==> config.mk <==
export PLATFORM = sky130hd
export DESIGN_NAME = pulse_detector
export DESIGN_NICKNAME = d
export VERILOG_FILES = /design/src/rtl/pulse_detector.sv
export SDC_FILE = /design/constraint.sdc
export NUM_CORES = 1
export LEC_CHECK = 0
export CORE_AREA = 2 2 185 141
export DETAILED_ROUTE_END_ITERATION = 6
export DIE_AREA = 0 0 187 143
export PLACE_DENSITY_LB_ADDON = 0.15
export REMOVE_ABC_BUFFERS = 1
export SLEW_MARGIN = 0
export SYNTH_ARGS = -nofsm -noshare
export SYNTH_HDL_FRONTEND = slang
export SYNTH_SLANG_ARGS = --single-unit
==> constraint.sdc <==
create_clock -name clk -period 5.4 [get_ports clk]
set_input_delay 1.08 -clock clk [delete_from_list [all_inputs] [get_ports clk]]
set_output_delay 1.08 -clock clk [all_outputs]
set_load 0.05 [all_outputs]
==> src/rtl/pulse_detector.sv <==
// pulse_detector: tracks the ADC background with an IIR baseline and detects
// pulses above baseline + threshold. Each pulse becomes one event record
// (peak, width, timestamp) in a single-entry valid/ready output register,
// with accepted-event and dropped-event counters.
module pulse_detector #(
  parameter int                   ADC_WIDTH      = 12,
  parameter int                   BASELINE_SHIFT = 4,
  parameter logic [ADC_WIDTH-1:0] BASELINE_INIT  = 12'd2048,
  parameter int                   HOLDOFF_CYCLES = 16
) (
  input  logic                 clk,
  input  logic                 rst_n,
  input  logic [ADC_WIDTH-1:0] sample_in,
  input  logic                 sample_valid,
  input  logic [ADC_WIDTH-1:0] threshold,
  input  logic                 clear_counts,
  output logic                 event_valid,
  input  logic                 event_ready,
  output logic [ADC_WIDTH-1:0] event_peak,
  output logic [15:0]          event_width,
  output logic [31:0]          event_timestamp,
  output logic [31:0]          event_count,
  output logic [15:0]          drop_count,
  output logic [ADC_WIDTH-1:0] baseline_out
);

  localparam int                ACC_W     = ADC_WIDTH + BASELINE_SHIFT;
  localparam logic [ACC_W-1:0]  ACC_INIT  = {BASELINE_INIT, {BASELINE_SHIFT{1'b0}}};
  localparam logic [15:0]       HOLD_LOAD = 16'(HOLDOFF_CYCLES);

  typedef enum logic [1:0] {
    ST_IDLE,
    ST_PULSE,
    ST_HOLD
  } state_t;

  // 16-bit increment that sticks at all-ones
  function automatic logic [15:0] sat_inc16(input logic [15:0] v);
    return (v == 16'hFFFF) ? v : v + 16'd1;
  endfunction

  function automatic logic [ADC_WIDTH-1:0] max_adc(input logic [ADC_WIDTH-1:0] a,
                                                   input logic [ADC_WIDTH-1:0] b);
    return (a > b) ? a : b;
  endfunction

  state_t                 state_q;
  logic [ACC_W-1:0]       acc_q;
  logic [ACC_W-1:0]       acc_d;
  logic [31:0]            sample_idx_q;
  logic [ADC_WIDTH-1:0]   peak_q;
  logic [15:0]            width_q;
  logic [31:0]            ts_q;
  logic [ADC_WIDTH-1:0]   base_l_q;
  logic [15:0]            hold_q;
  logic                   emit_q;

  logic                   ev_valid_q;
  logic [ADC_WIDTH-1:0]   ev_peak_q;
  logic [15:0]            ev_width_q;
  logic [31:0]            ev_ts_q;
  logic [31:0]            ev_count_q;
  logic [15:0]            drop_q;

  logic [ADC_WIDTH-1:0]   baseline;
  logic [ADC_WIDTH:0]     lvl;
  logic                   above;

  // Baseline, trigger level and the next IIR accumulator value. acc never
  // exceeds (2^ADC_WIDTH-1)<<SHIFT, so the update fits in ACC_W bits and
  // acc - baseline cannot go negative.
  always_comb begin
    baseline = acc_q[ACC_W-1:BASELINE_SHIFT];
    lvl      = {1'b0, baseline} + {1'b0, threshold};
    above    = ({1'b0, sample_in} > lvl);
    acc_d    = acc_q - {{BASELINE_SHIFT{1'b0}}, baseline}
                     + {{BASELINE_SHIFT{1'b0}}, sample_in};
  end

  // Detection FSM, baseline filter and sample index; all advance only on valid samples.
  // The triggering sample is not folded into the baseline: it belongs to the pulse.
  always_ff @(posedge clk or negedge rst_n) begin
    if (!rst_n) begin
      state_q      <= ST_IDLE;
      acc_q        <= ACC_INIT;
      sample_idx_q <= '0;
      peak_q       <= '0;
      width_q      <= '0;
      ts_q         <= '0;
      base_l_q     <= '0;
      hold_q       <= '0;
      emit_q       <= 1'b0;
    end else begin
      emit_q <= 1'b0;
      if (sample_valid) begin
        sample_idx_q <= sample_idx_q + 32'd1;
        unique case (state_q)
          ST_IDLE: begin
            if (above) begin
              state_q  <= ST_PULSE;
              peak_q   <= sample_in;
              width_q  <= 16'd1;
              ts_q     <= sample_idx_q;
              base_l_q <= baseline;
            end else begin
              acc_q <= acc_d;
            end
          end
          ST_PULSE: begin
            if (above) begin
              peak_q  <= max_adc(peak_q, sample_in);
              width_q <= sat_inc16(width_q);
            end else begin
              emit_q  <= 1'b1;
              hold_q  <= HOLD_LOAD;
              state_q <= ST_HOLD;
            end
          end
          ST_HOLD: begin
            hold_q <= hold_q - 16'd1;
            if (hold_q <= 16'd1) begin
              state_q <= ST_IDLE;
            end
          end
          default: state_q <= ST_IDLE;
        endcase
      end
    end
  end

  // Single-entry event register with handshake, event counter and drop counter.
  // The pulse record (peak_q etc.) is still intact here because the FSM sits in
  // holdoff during the cycle emit_q is high.
  always_ff @(posedge clk or negedge rst_n) begin
    if (!rst_n) begin
      ev_valid_q <= 1'b0;
      ev_peak_q  <= '0;
      ev_width_q <= '0;
      ev_ts_q    <= '0;
      ev_count_q <= '0;
      drop_q     <= '0;
    end else begin
      if (emit_q) begin
        if (!ev_valid_q || event_ready) begin
          ev_valid_q <= 1'b1;
          ev_peak_q  <= peak_q - base_l_q;
          ev_width_q <= width_q;
          ev_ts_q    <= ts_q;
          ev_count_q <= ev_count_q + 32'd1;
        end else begin
          drop_q <= sat_inc16(drop_q);
        end
      end else if (ev_valid_q && event_ready) begin
        ev_valid_q <= 1'b0;
      end
      if (clear_counts) begin
        ev_count_q <= '0;
        drop_q     <= '0;
      end
    end
  end

  assign event_valid     = ev_valid_q;
  assign event_peak      = ev_peak_q;
  assign event_width     = ev_width_q;
  assign event_timestamp = ev_ts_q;
  assign event_count     = ev_count_q;
  assign drop_count      = drop_q;
  assign baseline_out    = baseline;

endmodule

; ---- After elaboration in Yosys (flattened, before gate mapping)
; Index checks and enable logic that the tools add are counted.
[totals]
register_bits = 248
inputBits = 29
[classes]
add_sub_neg = 9
magnitude_cmp = 3
n_eq_ne = 13
n_mux = 27
n_bitwise = 1
n_reduce_logical = 19
[op_table]
columns = op, count
row1 = two-way mux 16 bit, 8
row2 = two-way mux 32 bit, 3
row3 = "adder 32 x 1 -> 32 bit, second input constant", 2
row4 = case mux 16 bit (2 select lines), 2
row5 = two-way mux 12 bit, 3
row6 = "adder 16 x 1 -> 16 bit, second input constant", 2
row7 = "equality test 16 bit, second input constant", 2
row8 = case mux 12 bit (2 select lines), 1
row9 = adder 16 x 12 -> 16 bit, 1
row10 = "less-or-equal comparator 16 x 1 -> 1 bit, second input constant", 1
row11 = "inequality test 2 bit, second input constant", 8
row12 = "subtractor 16 x 1 -> 16 bit, second input constant", 1
row13 = subtractor 16 x 12 -> 16 bit, 1
row14 = adder 12 x 12 -> 13 bit, 1
row15 = greater-than comparator 12 x 13 -> 1 bit, 1
row16 = greater-than comparator 12 bit, 1
row17 = AND reduction 3 bit, 4
row18 = subtractor 12 bit, 1
row19 = AND reduction 5 bit, 2
row20 = nonzero test 2 bit, 5
row21 = two-way mux 1 bit, 6
row22 = two-way mux 2 bit, 3
row23 = case mux 2 bit (3 select lines), 1
row24 = AND reduction 2 bit, 3
row25 = 9 further kinds, 9

; ---- Logic depth before layout (Yosys ltp)
[depth]
word_depth = 5
ltp_mapped = 20
ltp_nobuf = 18

; ---- Least setup slack after synthesis
; No wires, ideal clock.
[synth_path]
path_kind = input to register
startpoint = input threshold[1]
endpoint = register peak_q[10]
arrival_time_ns = 4.889
t_required_ns = 5.275
setup_slack_ns = 0.386
cell_stages = 19
path_buffers = 2
path_cell_list = ha_1 -> a21o_1 -> a21oi_1 -> o21ai_0 -> a21oi_1 -> o21bai_1 -> a211oi_1 -> mux2i_1 -> a2111oi_0 -> ha_1 -> nand3_1 -> o22ai_1 -> nor2_1 -> a2111oi_4 -> nand4b_1 -> buf_2 -> o21bai_4 -> buf_6 -> mux2_4
[synth_between]
elab_chain_len = 4
word_cells_on_any_way = 5
classes_between = add/sub (1) / order compare (1) / eq/ne (2) / reduce/logical (1)
[synth_lines]
columns = element, line_no
row1 = "start, declared", 15  ; input logic [ADC_WIDTH-1:0] threshold,
row2 = adder 12 x 12 -> 13 bit (*), 74  ; lvl = {1'b0, baseline} + {1'b0, threshold};
row3 = greater-than comparator 12 x 13 -> 1 bit (*), 75  ; above = ({1'b0, sample_in} > lvl);
row4 = inequality test 2 bit (no source line), --
row5 = AND reduction 5 bit (no source line) (*), --
row6 = "end signal, assigned", 101  ; peak_q <= sample_in;
row7 = "end signal, assigned", 111  ; peak_q <= max_adc(peak_q, sample_in);
row8 = "end, declared", 51  ; logic [ADC_WIDTH-1:0] peak_q;
; Mark *: on every way between the ends. The rest lies on a longest branch, timed or not.
; A chain may end at the register's enable or synchronous reset.

; ---- Worst setup path in the final report
[layout_path]
startpoint = input threshold[1]
endpoint = register peak_q[7]
; Same word-level chain as after synthesis.

==> out/metrics.yaml <==
end_kind: "register"
crit_required_ns: 5.81
yosysTopAreaCellShare: 0.466
max_freq_mhz: 193
min_period_over_period: 0.961
crit_fanout: 5
ioPinCount: 150
yosysWarningCount: 0
vias_per_cell: 5.34
cts_root_buf: "clkbuf_16"
power_uw: 9310
hp-class: "reg -> reg"
numPortBuffers: 149
die_h_um: 143
final_nets: 1612
seq_area_um2: 6210
dr_total_vias: 9907
maxSlewViolCount: 0
grt_pass1_wl_um: 49700
p_per_area_nw_per_um2: 577
routabilityCongestion: 0.841
syn_to_final_growth_pct: 21.5
drc: 0
cts_buffers: 26
yosysUniqueCellTypes: 61
worst_pin_slew_ns: 1.25
yosys-top-cells-count: "247 x dfrtp_1, 229 x nand2_1, 101 x nor2_1"
nFillCells: 2045
dpl.hpwl_um: 20700
clock_sinks: 248
hold_violations: 0
final_util: 0.649
fp.dieArea_um2: 26700
routedWlPerCell_um: 15.9
htreeDepth: 1
met1_length_um: 15200
tritoncts: "yes"
synth_edf_count: 0
drive_above_1_share: 0.0864
wirelength_um: 29600
grt_start_max_net_pins: 113
grt-ovfl-total: 0
outcome: "completed"
worstSkewPairLatency_ns: 0.54
highest_layer: "met4"
grt_pass1_vias: 9787
seq_area_frac_synth: 0.468
leakage_uw: 0.00763
post_synth_main_area_contributors: "dfrtp_1 47%, ha_1 6.5%, nand2_1 6.5%"
start_kind: "input port"
ir_drop_uv: 383
holdWs_ns: 0.468
diodes: 0
antenna_found_initial: 0
coreArea_um2: 24800
yosysTopAreaCell: "dfrtp_1"
critPathKind: "in -> reg"
setup_viol: 0
std_cell_rows: 50
skew_ns: 0.0252
synthesis.area_um2: 13300
cts.clk_slew.worst_paths_ns: 0.06
relSlewSlack: 0.146
async_flop_share: 1.00
met3WireLength_um: 1410
synth_ff_type: "dfrtp_1"
drt-initial-drc-count: 581
met2_length_um: 12400
clockBufferDepth: 3
firstDrtPassIters: 4
cts-hold-fix-buffers: 0
drv_cap: 0
syn_inst: 1338
die_w_um: 187
ys_ff_latch: 248
grt_use_total: 0.225
multi_input_area_um2: 6490
yosysMostFrequentCell: "dfrtp_1"
critical_path_arrival_ns: 5.60
fin_crit_ns: 5.19
fin_ws_ns: 0.208
fin_tns_setup_ns: 0
start_util: 0.535
ant_nets: 0
syn_area_per_cell_um2: 9.92
dp_worst_setup_slack_ns: -0.669
[timing repair]
| action | 4_1_cts | 5_1_grt |
|---|---|---|
| gates cloned | 0 | 1 |
| resized for setup | 2 | 11 |
| pin swaps | 2 | 10 |
| buffers inserted | 2 | 1 |
| endpoints found under the setup margin | 56 | 99 |
[power by group]
group / leakage, µW / internal (µW) / total (µW) / switching, µW
sequential: 0.00328 / 2300 / 2730 / 428
clock: 0.000417 / 1080 / 1800 / 719
combinational: 0.00393 / 2040 / 4780 / 2740
[cell usage in the layout (no fill, tap or decap), types with 13 or more instances in the layout]
cell             Yosys  layout
nor2b_1             15      15
o31ai_1             31      31
mux2_2              21      21
clkbuf_16            0      26
nand2b_1            16      15
or3_1               14      13
a21oi_1             30      28
nand4_1             25      25
buf_4               12      33
dfrtp_1            247     247
and3_1              20      20
ha_1                69      69
mux2i_1             20      19
nand3_1             41      40
mux2_1              19      19
xnor2_1             59      59
nor2_1             101     101
a21o_1              13      13
o21ai_0             44      43
xor2_1              38      38
inv_1               90      90
nor3_1              19      19
clkdlybuf4s50_1      0     148
fa_1                14      14
nand2_1            229     228
[sequential cells by signal (all words and copies together) (netlist names), 16 cells and up]
| register | cells |
|---|---|
| ts_q | 32 |
| acc_q | 16 |
| event_count | 32 |
| hold_q | 16 |
| event_timestamp | 32 |
| width_q | 16 |
| drop_count | 16 |
| sample_idx_q | 32 |
| event_width | 16 |
[kinds of logic after synthesis]
kind of cell,count (synthesis),synth area share
buffers and inverters,143,0.0484
AO/OA/AOI/OAI,188,0.0987
flip-flops,248,0.468
adder cells (fa/ha/maj),83,0.0861
multiplexers,68,0.0581
XOR/XNOR,97,0.0640
AND/OR/NAND/NOR,511,0.177
[through the flow]
stage	std cells	area, µm²
floorplan	1285	13000
global placement	1806	15200
detailed placement	1806	15200
CTS	1853	16100
global route	1855	16100
finish	1855	16100
[layout make-up]
cell class                 count  share of cell area
multi-input combinational    948               0.403
sequential                   248               0.385
timing repair buffer         186               0.112
clock inverter                 3             0.00473
inverter                      90              0.0209
clock buffer                  42              0.0484
tap                          338              0.0262
[path summary, 6_finish.rpt]
path | from | to | slack (ns) | depth (start not counted)
worst max-delay path | threshold[1] | peak_q[7]$_DFFE_PN0P_ | 0.21 | 20
worst min-delay path | ts_q[28]$_DFFE_PN0P_ | event_timestamp[28]$_DFFE_PN0P_ | 0.47 | 2
worst max register to register | acc_q[5]$_DFFE_PN0P_ | peak_q[7]$_DFFE_PN0P_ | 0.79 | 19
worst min register to register | ts_q[28]$_DFFE_PN0P_ | event_timestamp[28]$_DFFE_PN0P_ | 0.47 | 2
max in group asynchronous | rst_n | event_count[1]$_DFFE_PN0P_ | 3.75 | 2
min in group asynchronous | rst_n | acc_q[1]$_DFFE_PN0P_ | 0.54 | 1
[routing by layer]
metal,GRT usage,up-vias
li1,-,4869
met1,0.346,4781
met2,0.339,226
met4,0.0485,0
met5,0,-
met3,0.0319,31
[worst max-delay path, stage by stage]
cell and delay (ns):
clkdlybuf4s50_1 0.44, ha_1 0.31, a21o_1 0.19, a21oi_2 0.17
o21ai_1 0.10, a21oi_2 0.15, o21bai_1 0.13, a211oi_2 0.25
buf_4 0.16, mux2i_2 0.24, a2111oi_2 0.06, ha_1 0.33
nand3_2 0.12, a211oi_4 0.26, o41ai_4 0.14, a2111oi_4 0.35
nand4b_1 0.24, buf_4 0.21, o21bai_2 0.29, mux2_4 0.38
Power figures use the tool's default switching activity.
==> RTL change 1, RTL diff (config.mk and constraints unchanged) <==
Put one more register stage on the output `event_count`, cleared by the reset. The value now appears one clock later. The other outputs are not delayed to match.
--- a/src/rtl/pulse_detector.sv
+++ b/src/rtl/pulse_detector.sv
@@ -166,3 +166,9 @@
   assign event_timestamp = ev_ts_q;
-  assign event_count     = ev_count_q;
+  always_ff @(posedge clk or negedge rst_n) begin
+    if (!rst_n) begin
+      event_count <= '0;
+    end else begin
+      event_count <= ev_count_q;
+    end
+  end
   assign drop_count      = drop_q;
Formal check against the unedited RTL: not equivalent (Yosys sat finds a counterexample within 4 cycles, from zero or initial values and one cycle with rst_n low).
==> RTL change 1 against the unedited design <==
Sequential power rose by 7%. Design area is 3.1% higher. Wire length decreased by 0.14%. Via count grew 2.5%. Combinational power is 12% lower. Critical path depth unchanged. First-iteration DRC count grew 2.9%. Power fell by 4.0%. Die area stayed put. Register-to-register slack improved by 0.09 ns. Area after synthesis increased by 5.0%. Sequential cell count rose by 32. Worst setup slack gained 0.13 ns. Count of clock-buffer cells in the layout down 4. Critical path type unchanged. Critical endpoint is now width_q[14]. Highest routed layer unchanged.
==> RTL change 1: results (changes against the unedited design) <==
- Run status: finished clean (unchanged).
- The sequential share of cell area came to 42.13% (was 38.49%).
- The number of filler cells placed in the layout was 2011 (was 2045).
- The count of instances resized after the clock tree is built is 0 (was 2).
- The cell with the biggest individual delay on the critical path is or4_1 (was clkdlybuf4s50_1).
- The overall track demand over capacity in global routing is 22.80% (was 22.52%).
- The detailed-route via count is 10158 (was 9907).
- The worst hold slack across all endpoints is 0.4064 ns (was 0.4677 ns).
- The routability congestion estimate is 0.8601 (was 0.8410).
- Cell types with the highest counts after synthesis: dfrtp_1, nand2_1, nor2_1, inv_1, ha_1 (unchanged).
- The fraction of the cycle the final worst path needs is 93.83% (was 96.14%).
- The sequential power share is 32.6% (was 29.3%).
- The data arrival time at the worst-slack endpoint is 5.52 ns (was 5.60 ns).
- The hold path depth was 0 (was 2).
- The area fraction of clock buffers and clock inverters is 5.093% (was 5.315%).
- The biggest cell delay along the critical path is 0.51 ns (was 0.44 ns).
- The count of clock buffers in the final design is 38 (was 42).
- The reported leakage power is 7.872 nW (was 7.632 nW).
- The cell area reported after detailed placement was 15790 µm² (was 15180 µm²).
- The met3 track demand over resource is 3.170% (was 3.195%).
- The wire length on met1 came to 14860 µm (was 15240 µm).
- The sink of the worst hold path is event_count[31] (was event_timestamp[28]).
- The wire length reported by the detailed router is 29540 µm (was 29580 µm).
- The routed length on met3 was 1181 µm (was 1405 µm).
- The power spent charging and discharging nets is 0.003696 W (was 0.003890 W).
- The count of routing violations after the opening detailed-route iteration came to 598 (was 581).
RTL change 1: changes by cell type in the layout (fill, tap and decap cells not counted), moves of 15 or more:
cell / unedited run / this run
mux2_2: 21 / 45
buf_4: 33 / 18
xor2_1: 38 / 56
dfrtp_1: 247 / 279
o21ai_0: 43 / 63
o31ai_1: 31 / 16
mux2_1: 19 / 0
RTL change 1: per-stage QoR:
step	utilization [%]	total power, W
finish	66.97	0.008941
global route	66.97	0.009630
CTS	66.97	0.008972
detailed placement	63.56	0.007134
global placement	63.56	0.007014
floorplan	-	0.005929
RTL change 1: logic make-up (layout without fill, tap and decap cells):
logic type	after synthesis	after routing	share of synthesized area (%)
simple gates	530	530	17.55
flops	280	280	50.28
compound gates	202	202	9.409
buf+inv	135	301	4.067
xor+xnor	101	101	6.347
fa+ha+maj	83	83	8.205
mux	52	52	4.139
==> RTL change 2, RTL diff (same settings) <==
Made on the original files. Set the parameter `ADC_WIDTH` to 24 (it was 12).
--- a/src/rtl/pulse_detector.sv
+++ b/src/rtl/pulse_detector.sv
@@ -5,3 +5,3 @@
 module pulse_detector #(
-  parameter int                   ADC_WIDTH      = 12,
+  parameter int                   ADC_WIDTH      = 24,
   parameter int                   BASELINE_SHIFT = 4,
Interface: changed (resized baseline_out, event_peak, sample_in and threshold); port bits go from 150 to 198. The function was not compared with the original's and may differ.
==> RTL change 2 against the unedited design <==
Power is 52% higher. Wire length grew 71%. Area after synthesis rose by 32%. Design area increased by 35%. Critical path type unchanged. Worst setup slack worse by 0.15 ns. Sequential cell count increased by 48. Sequential power rose by 21%. Count of clock-buffer cells in the layout unchanged.
==> RTL change 2: results (changes against the unedited design) <==
- The synthesis-to-finish area growth is 24.37% (was 21.48%).
- The total of plain and repair buffers excluding clock buffers was 308 (was 186).
- The data arrival time at the worst-slack endpoint is 5.81 ns (was 5.60 ns).
- The CTS buffer count is 29 (was 26).
- The startpoint of the worst-slack reg-to-reg timing path is acc_q[8] (was acc_q[5]).
- The mean cell area of the mapped netlist was 9.494 µm² (was 9.922 µm²).
- The number of input and output port buffers inserted is 197 (was 149).
- The wire length of the first global-routing pass is 80830 µm (was 49680 µm).
- The half-perimeter wire length of the detailed placement result came to 31600 µm (was 20690 µm).
- The final worst slack is 0.06166 ns (was 0.2082 ns).
- Run status: finished clean (unchanged).
- The count of routing violations after the opening detailed-route iteration came to 1362 (was 581).
- The wire length reported by the detailed router is 50450 µm (was 29580 µm).
- The reg-to-reg setup timing slack is 0.27 ns (was 0.79 ns).
- The number of global-route vias before repair is 15503 (was 9787).
- Cell types with the largest area share after synthesis: dfrtp_1, ha_1, nand2_1, xnor2_1, xor2_1 (was dfrtp_1, ha_1, nand2_1, xnor2_1, nor2_1).
- The non-clock buffer area fraction after layout is 13.74% (was 11.20%).
- The number of inverters outside the clock class in the layout was 150 (was 90).
- Cell types with the highest counts after synthesis: dfrtp_1, nand2_1, inv_1, ha_1, o21ai_0 (was dfrtp_1, nand2_1, nor2_1, inv_1, ha_1).
- The launch point of the critical path was threshold[12] (was threshold[1]).
- The sequential share of cell area came to 33.92% (was 38.49%).
- The number of clock sinks was 296 (was 248).
- The transition time at the pin with the least slew margin is 1.022 ns (was 1.249 ns).
- The detailed-route wire length per cell is 20.37 µm (was 15.95 µm).
- The pin count of the biggest net entering global routing is 111 (was 113).
- The number of filler cells placed in the layout is 1157 (was 2045).
- The area fraction of clock buffers and clock inverters is 4.227% (was 5.315%).
- The pre-CTS worst setup slack was -0.9442 ns (was -0.6692 ns).
- The overall track demand over capacity in global routing is 37.81% (was 22.52%).
- The destination of the worst register-to-register timing path is width_q[10] (was peak_q[7]).
- The clock network latency to the later pin of the worst-skew pair is 0.58 ns (was 0.54 ns).
- The worst ir drop on vdd came to 528.7 µV (was 383.4 µV).
- The number of different library cells in the post-synthesis netlist came to 69 (was 61).
- The cell area reported after detailed placement came to 20280 µm² (was 15180 µm²).
- The reported leakage power is 10.53 nW (was 7.632 nW).
## RTL change 2: cell families after synthesis
group	count (synthesis)	share of synthesized area (%)
mux	62	4.339
xor+xnor	159	7.929
flops	296	42.18
fa+ha+maj	155	12.15
simple gates	620	16.36
compound gates	336	11.63
buf+inv	222	5.407
## RTL change 2: critical path, stage by stage
cell and delay [ns]:
clkdlybuf4s50_1 0.52, ha_4 0.22, a21o_1 0.18, a21oi_1 0.15, nor2b_1 0.07, a211o_1 0.30, a31o_4 0.27, a21o_1 0.17
a21oi_2 0.15, xor2_1 0.20, ha_2 0.23, a211o_1 0.14, o2111ai_4 0.11, a21oi_2 0.18, o221ai_1 0.14, a21o_1 0.22
or4b_4 0.55, buf_6 0.16, buf_6 0.13, nor4b_4 0.28, xnor2_1 0.15, nor2_1 0.20
## RTL change 2: how the worst min path moves through the flow
| stage | from | endpoint | slack (ns) |
|---|---|---|---|
| 6_report | ts_q[21] | event_timestamp[21] | 0.48 |
| 3_3_place_gp | ts_q[2] | event_timestamp[2] | 0.45 |
| 2_1_floorplan | ts_q[0] | event_timestamp[0] | 0.43 |
| 5_1_grt | ts_q[28] | event_timestamp[28] | 0.51 |
| 4_1_cts | ts_q[10] | event_timestamp[10] | 0.47 |
| 3_5_place_dp | ts_q[15] | event_timestamp[15] | 0.45 |
## RTL change 2: layer usage
metal	vias up	wire length, µm	global-route usage (%)	part of all wire [%]
met5	-	0	0	0
met4	0	1793	14.45	3.6
met3	164	4657	6.783	9.2
met2	909	24820	65.88	49
met1	7544	19180	47.59	38
li1	6776	-	-	-
## RTL change 2: power by group
part | internal, W | leakage (nW) | total (W) | switching (W)
clock network | 0.00111 | 0.451 | 0.00203 | 0.000914
logic | 0.00378 | 6.17 | 0.00886 | 0.00508
registers | 0.00277 | 3.91 | 0.00329 | 0.000518
